`src/rtl/wall_query_arbiter.sv`:
```
// Round-robin arbiter sharing one combinational wall-lookup map among N movers.
// Optional build macro WALL_QUERY_PAC_PRIORITY_EN gives requester 0 absolute priority.

module wall_query_lane #(
    parameter int X_MAX = 640,
    parameter int Y_MAX = 480
) (
    input  logic       req_i,
    input  logic       busy_i,
    input  logic       ack_i,
    input  logic [9:0] x_i,
    input  logic [8:0] y_i,
    output logic       elig_o,
    output logic       oob_o
);
    // Widen before comparing so limits at the top of the coordinate range still work.
    localparam logic [10:0] XLIM = 11'(X_MAX);
    localparam logic [9:0]  YLIM = 10'(Y_MAX);

    assign elig_o = req_i & ~busy_i & ~ack_i;
    assign oob_o  = ({1'b0, x_i} >= XLIM) | ({1'b0, y_i} >= YLIM);
endmodule

module wall_query_arbiter #(
    parameter int N_REQ = 5,
    parameter int ID_W  = 3,
    parameter int X_MAX = 640,
    parameter int Y_MAX = 480
) (
    input  logic               clk,
    input  logic               rst_n,
    input  logic [N_REQ-1:0]   req,
    input  logic [N_REQ*10-1:0] req_x,
    input  logic [N_REQ*9-1:0] req_y,
    output logic [N_REQ-1:0]   ack,
    output logic               is_wall,
    output logic [9:0]         map_x,
    output logic [8:0]         map_y,
    input  logic               map_is_wall,
    output logic [N_REQ-1:0]   busy
);
    logic [N_REQ-1:0][9:0] xs;
    logic [N_REQ-1:0][8:0] ys;
    logic [N_REQ-1:0]      elig;
    logic [N_REQ-1:0]      oob;

    logic [N_REQ-1:0] busy_q, busy_d;
    logic [N_REQ-1:0] ack_q, ack_d;
    logic             is_wall_q;
    logic [9:0]       map_x_q;
    logic [8:0]       map_y_q;
    logic [ID_W-1:0]  rr_ptr_q;
    logic             s1_v_q;
    logic [ID_W-1:0]  s1_id_q;
    logic             s1_oob_q;

    logic             gnt_v;
    logic [ID_W-1:0]  gnt_id;
    logic             rr_upd;

    for (genvar g = 0; g < N_REQ; g++) begin : g_lane
        assign xs[g] = req_x[g*10 +: 10];
        assign ys[g] = req_y[g*9 +: 9];
        wall_query_lane #(.X_MAX(X_MAX), .Y_MAX(Y_MAX)) u_lane (
            .req_i  (req[g]),
            .busy_i (busy_q[g]),
            .ack_i  (ack_q[g]),
            .x_i    (xs[g]),
            .y_i    (ys[g]),
            .elig_o (elig[g]),
            .oob_o  (oob[g])
        );
    end

    function automatic logic [ID_W-1:0] wrap_add(input logic [ID_W-1:0] a, input int k);
        int s;
        s = int'(a) + k;
        if (s >= N_REQ) s = s - N_REQ;
        return ID_W'(s);
    endfunction

    // Scan offsets high to low so the smallest offset from rr_ptr wins.
    always_comb begin
        gnt_v  = 1'b0;
        gnt_id = '0;
        rr_upd = 1'b0;
        for (int k = N_REQ - 1; k >= 0; k--) begin
            if (elig[wrap_add(rr_ptr_q, k)]) begin
                gnt_v  = 1'b1;
                gnt_id = wrap_add(rr_ptr_q, k);
                rr_upd = 1'b1;
            end
        end
`ifdef WALL_QUERY_PAC_PRIORITY_EN
        if (elig[0]) begin
            gnt_v  = 1'b1;
            gnt_id = '0;
            rr_upd = 1'b0;
        end
`endif
    end

    // A granted id is never busy, so set and clear never hit the same bit.
    always_comb begin
        busy_d = busy_q;
        ack_d  = '0;
        if (s1_v_q) begin
            busy_d[s1_id_q] = 1'b0;
            ack_d[s1_id_q]  = 1'b1;
        end
        if (gnt_v) busy_d[gnt_id] = 1'b1;
    end

    always_ff @(posedge clk or negedge rst_n) begin
        if (!rst_n) begin
            busy_q    <= '0;
            ack_q     <= '0;
            is_wall_q <= 1'b0;
            map_x_q   <= '0;
            map_y_q   <= '0;
            rr_ptr_q  <= '0;
            s1_v_q    <= 1'b0;
            s1_id_q   <= '0;
            s1_oob_q  <= 1'b0;
        end else begin
            busy_q <= busy_d;
            ack_q  <= ack_d;
            s1_v_q <= gnt_v;
            if (s1_v_q) is_wall_q <= map_is_wall | s1_oob_q;
            if (gnt_v) begin
                map_x_q  <= xs[gnt_id];
                map_y_q  <= ys[gnt_id];
                s1_id_q  <= gnt_id;
                s1_oob_q <= oob[gnt_id];
                if (rr_upd)
                    rr_ptr_q <= (int'(gnt_id) == N_REQ - 1) ? '0 : gnt_id + 1'b1;
            end
        end
    end

    assign ack     = ack_q;
    assign is_wall = is_wall_q;
    assign map_x   = map_x_q;
    assign map_y   = map_y_q;
    assign busy    = busy_q;
endmodule
```
`config.mk`:
```
export PLATFORM = sky130hd
export DESIGN_NAME = wall_query_arbiter
export DESIGN_NICKNAME = d
export VERILOG_FILES = /design/src/rtl/wall_query_arbiter.sv
export SDC_FILE = /design/constraint.sdc
export NUM_CORES = 1
export LEC_CHECK = 0
export ABC_AREA = 1
export CAP_MARGIN = 30
export CORE_MARGIN = 2
export CORE_UTILIZATION = 43
export CTS_BUF_LIST = sky130_fd_sc_hd__clkbuf_4 sky130_fd_sc_hd__clkbuf_8
export CTS_CLUSTER_SIZE = 12
export DETAILED_ROUTE_END_ITERATION = 12
export GPL_TIMING_DRIVEN = 0
export PLACE_DENSITY_LB_ADDON = 0.3
export SYNTH_ARGS = -nofsm -noshare
export SYNTH_HDL_FRONTEND = slang
export SYNTH_HIERARCHICAL = 1
export SYNTH_SLANG_ARGS = --single-unit
```
`constraint.sdc`:
```
create_clock -name clk -period 2.9 [get_ports clk]
set_input_delay 0.29 -clock clk [delete_from_list [all_inputs] [get_ports clk]]
set_output_delay 0.29 -clock clk [all_outputs]
set_load 0.01 [all_outputs]
```
==> results.yml <==
outcome:
  status: "finished with violations"
  violations: "negative setup slack"
sta:
  rsz0062_at_grt: "true"
  fin_worst_skew_ns: 0.00585
  worstMarginPinSlew_ns: 0.818
  max_freq_ghz: 0.325
  setup_viol_count_final: 28
  holdWs_ns: 0.0841
  period_minus_slack_ns: 3.08
  post-route-period-util_pct: 106
  setup_ws_ns: -0.179
  hold_viol_final: 0
  final.setup.tns_ns: -2.41
  drv_slew: 0
  slew_headroom_pct: 45.5
cells_and_area:
  final_util_pct: 69.5
  finalInstanceArea_sq_um: 6060
  antenna_cells: 0
  syn_to_final_growth_pct: 56.7
  final_nets: 938
  drive_gt1_share_pct: 18.2
route:
  vias: 4822
  ant_nets: 0
  initialDrtViolationCount: 217
  drtPass1Iterations: 6
  route.detailed.drc: 0
  routed_wl_um: 13000
  routedWlPerCell_um: 13.9
  via_per_inst: 5.17
global_routing:
  grt_use_total_pct: 25.7
  top_usage_layer: "met2"
  antenna_found_initial: 0
  grt_pass1_wl_um: 20800
  use_met2_pct: 45.9
  grt_max_degree: 39
  grt_overflow_total: 0
  grt_pass1_vias: 4729
  grt_use_met1_pct: 30.6
  grt_use_met3_pct: 4.04
run:
  maxCapViolCount: 0
power:
  peakVddDrop_mv: 0.218
  power_density_nw_per_um2: 220
  power_mw: 1.34
  p_leak_nw: 3.29
yosys:
  synthCells: 661
  synth_nets: 775
  yosys.area.top_type: "dfrtp_1"
  synth.avg_cell_area_sq_um: 5.85
  yosysTopAreaCellShare_pct: 24.6
  seq_area_frac_synth_pct: 24.6
  ys_top_cells_by_area: "dfrtp_1 25%, nand3_1 18%, nand2_1 18%"
  synth_cell_types: 33
  ys_ff_latch: 38
  syn_area_sq_um: 3870
  yosys_warnings: 6
floorplan:
  io_pins: 133
  die_y_um: 98.9
  die_x_um: 98.9
  core_sq_um: 8720
  initial_utilization_pct: 44.4
  die_area_sq_um: 9770
  rows: 34
worst_setup_path:
  cpLargestDelayFamily: "compound AO/OA/AOI/OAI gates"
  cp.arrival_ns: 3.31
  critical_path_required_ns: 3.13
  path_max_fanout: 8
  crit_type: "reg2reg"
  max_stage_delay_ns: 0.43
  path_cells: "buf_8 > inv_8 > ha_4 > inv_2 > fa_2 > o21bai_4 > o21ai_1 > nand3_2 > nand2_2 > nand2_4 > a21oi_2 > nor2_1 > nand2_2 > nand2_4 > nand2_8 > buf_8 > inv_6 > ha_4 > a31oi_4 > nand2_1 > o21ai_1"
  slowest_stage: "dfrtp_2"
  end_kind: "register"
  crit_buf_inv: 5
  worstSetupStartpointType: "register"
clock_network:
  cts_sinks: 38
  cts_tree: "yes"
  cts_buffer_depth: 2
  clk_latency_ns: 0.30
  cts_max_level: 2
  clkTransAtPathRegs_ns: 0.08
  cts_root_buffer: "clkbuf_8"
  numCtsBuffers: 5
worst_hold_path:
  hp-class: "in2async"
place:
  place_congestion: 0.901
  postPlaceCellArea_sq_um: 5380
  post-dp-hpwl_um: 10100
  port_buffers: 132
==> final timing paths <==
check	startpoint	end	slack, ns	cells after the start
min reg2reg	s1_id_q[1]	ack[4]	0.48	1
min	rst_n	is_wall	0.08	1
max	rr_ptr_q[0]	rr_ptr_q[0]	-0.18	21
min in group clk	s1_id_q[1]	ack[4]	0.48	1
max reg2reg	rr_ptr_q[0]	rr_ptr_q[0]	-0.18	21
max in group asynchronous	rst_n	rr_ptr_q[1]	2.25	1
==> synth_stat cells, drive strengths merged <==
cell and count:
o21ai 24, xor2 1, nor3b 5, and2 1, o21bai 1, clkbuf 7, o221ai 1, fa 1
o22ai 3, nand4 3, inv 143, ha 10, dfrtp 38, buf 21, nor3 6, o21a 1
nand3 140, a31oi 1, xnor2 1, nand2 196, nor2 27, a21oi 28, o211ai 2
==> routing by layer <==
layer / up-vias / wire (um)
li1: 2388 / -
met1: 2203 / 5180
met2: 199 / 6580
met3: 32 / 816
met4: 0 / 383
met5: - / 0
==> metrics by stage <==
| stage | instances | worst slack (ns) |
|---|---|---|
| floorplan | 661 | 0.00458 |
| global placement | 901 | -0.346 |
| detailed placement | 901 | -0.451 |
| CTS | 926 | -0.138 |
| global route | 933 | -0.310 |
| finish | 933 | -0.179 |
==> cells by family (layout without fill, tap and decap cells) <==
logic type,count (synthesis),in the layout,share of synthesized area (%)
simple gates,378,378,43.9
flops,38,38,24.6
xor+xnor,2,2,0.647
fa+ha+maj,11,11,3.75
buf+inv,171,335,18.0
compound gates,61,61,9.15
==> power breakdown <==
part	internal, mW	leakage (nW)	switching [mW]
Sequential	0.529	0.473	0
Combinational	0.152	2.74	0.0833
Clock	0.367	0.0714	0.204
Total	1.05	3.29	0.287
==> layout make-up <==
cell class              instances  area (sq um)
inverters                     143           556
flip-flops and latches         38           955
plain buffers                  28           239
fillers                       712          2660
well taps                     108           135
clock inverters                 2          60.1
clock buffers                   6          82.6
multi-input cells             452          2520
repair buffers                156          1520
==> cell usage in the layout, fill, tap and decap left out, drive strengths merged, types with 6 or more instances in the layout <==
master	instances
a21oi	28
buf	41
clkbuf	18
clkdlybuf4s50	131
dfrtp	38
ha	10
inv	142
nand2	196
nand3	140
nor2	27
nor3	6
o21ai	24
==> repair_timing <==
item,in CTS,in global routing
pin swaps,18,21
setup endpoints to repair,32,32
gates cloned,0,0
setup buffers,17,7
resized for setup,31,84
hold buffers,0,0
==> state kept, by name, indices dropped and copies added, names as in the netlist <==
signal	count
busy	5
rr_ptr_q	3
map_x	10
map_y	9
is_wall	1
ack	5
s1_id_q	3
s1_oob_q	1
s1_v_q	1
==> worst register-to-register path: cells and delay by family (launching register included) <==
kind            cells  cell delay, ns
compound gates      5            0.82
simple gates        8            0.71
fa+ha+maj           3            0.64
flops               1            0.43
buf+inv             5            0.40
No activity file was read; power rests on OpenSTA's default activity.
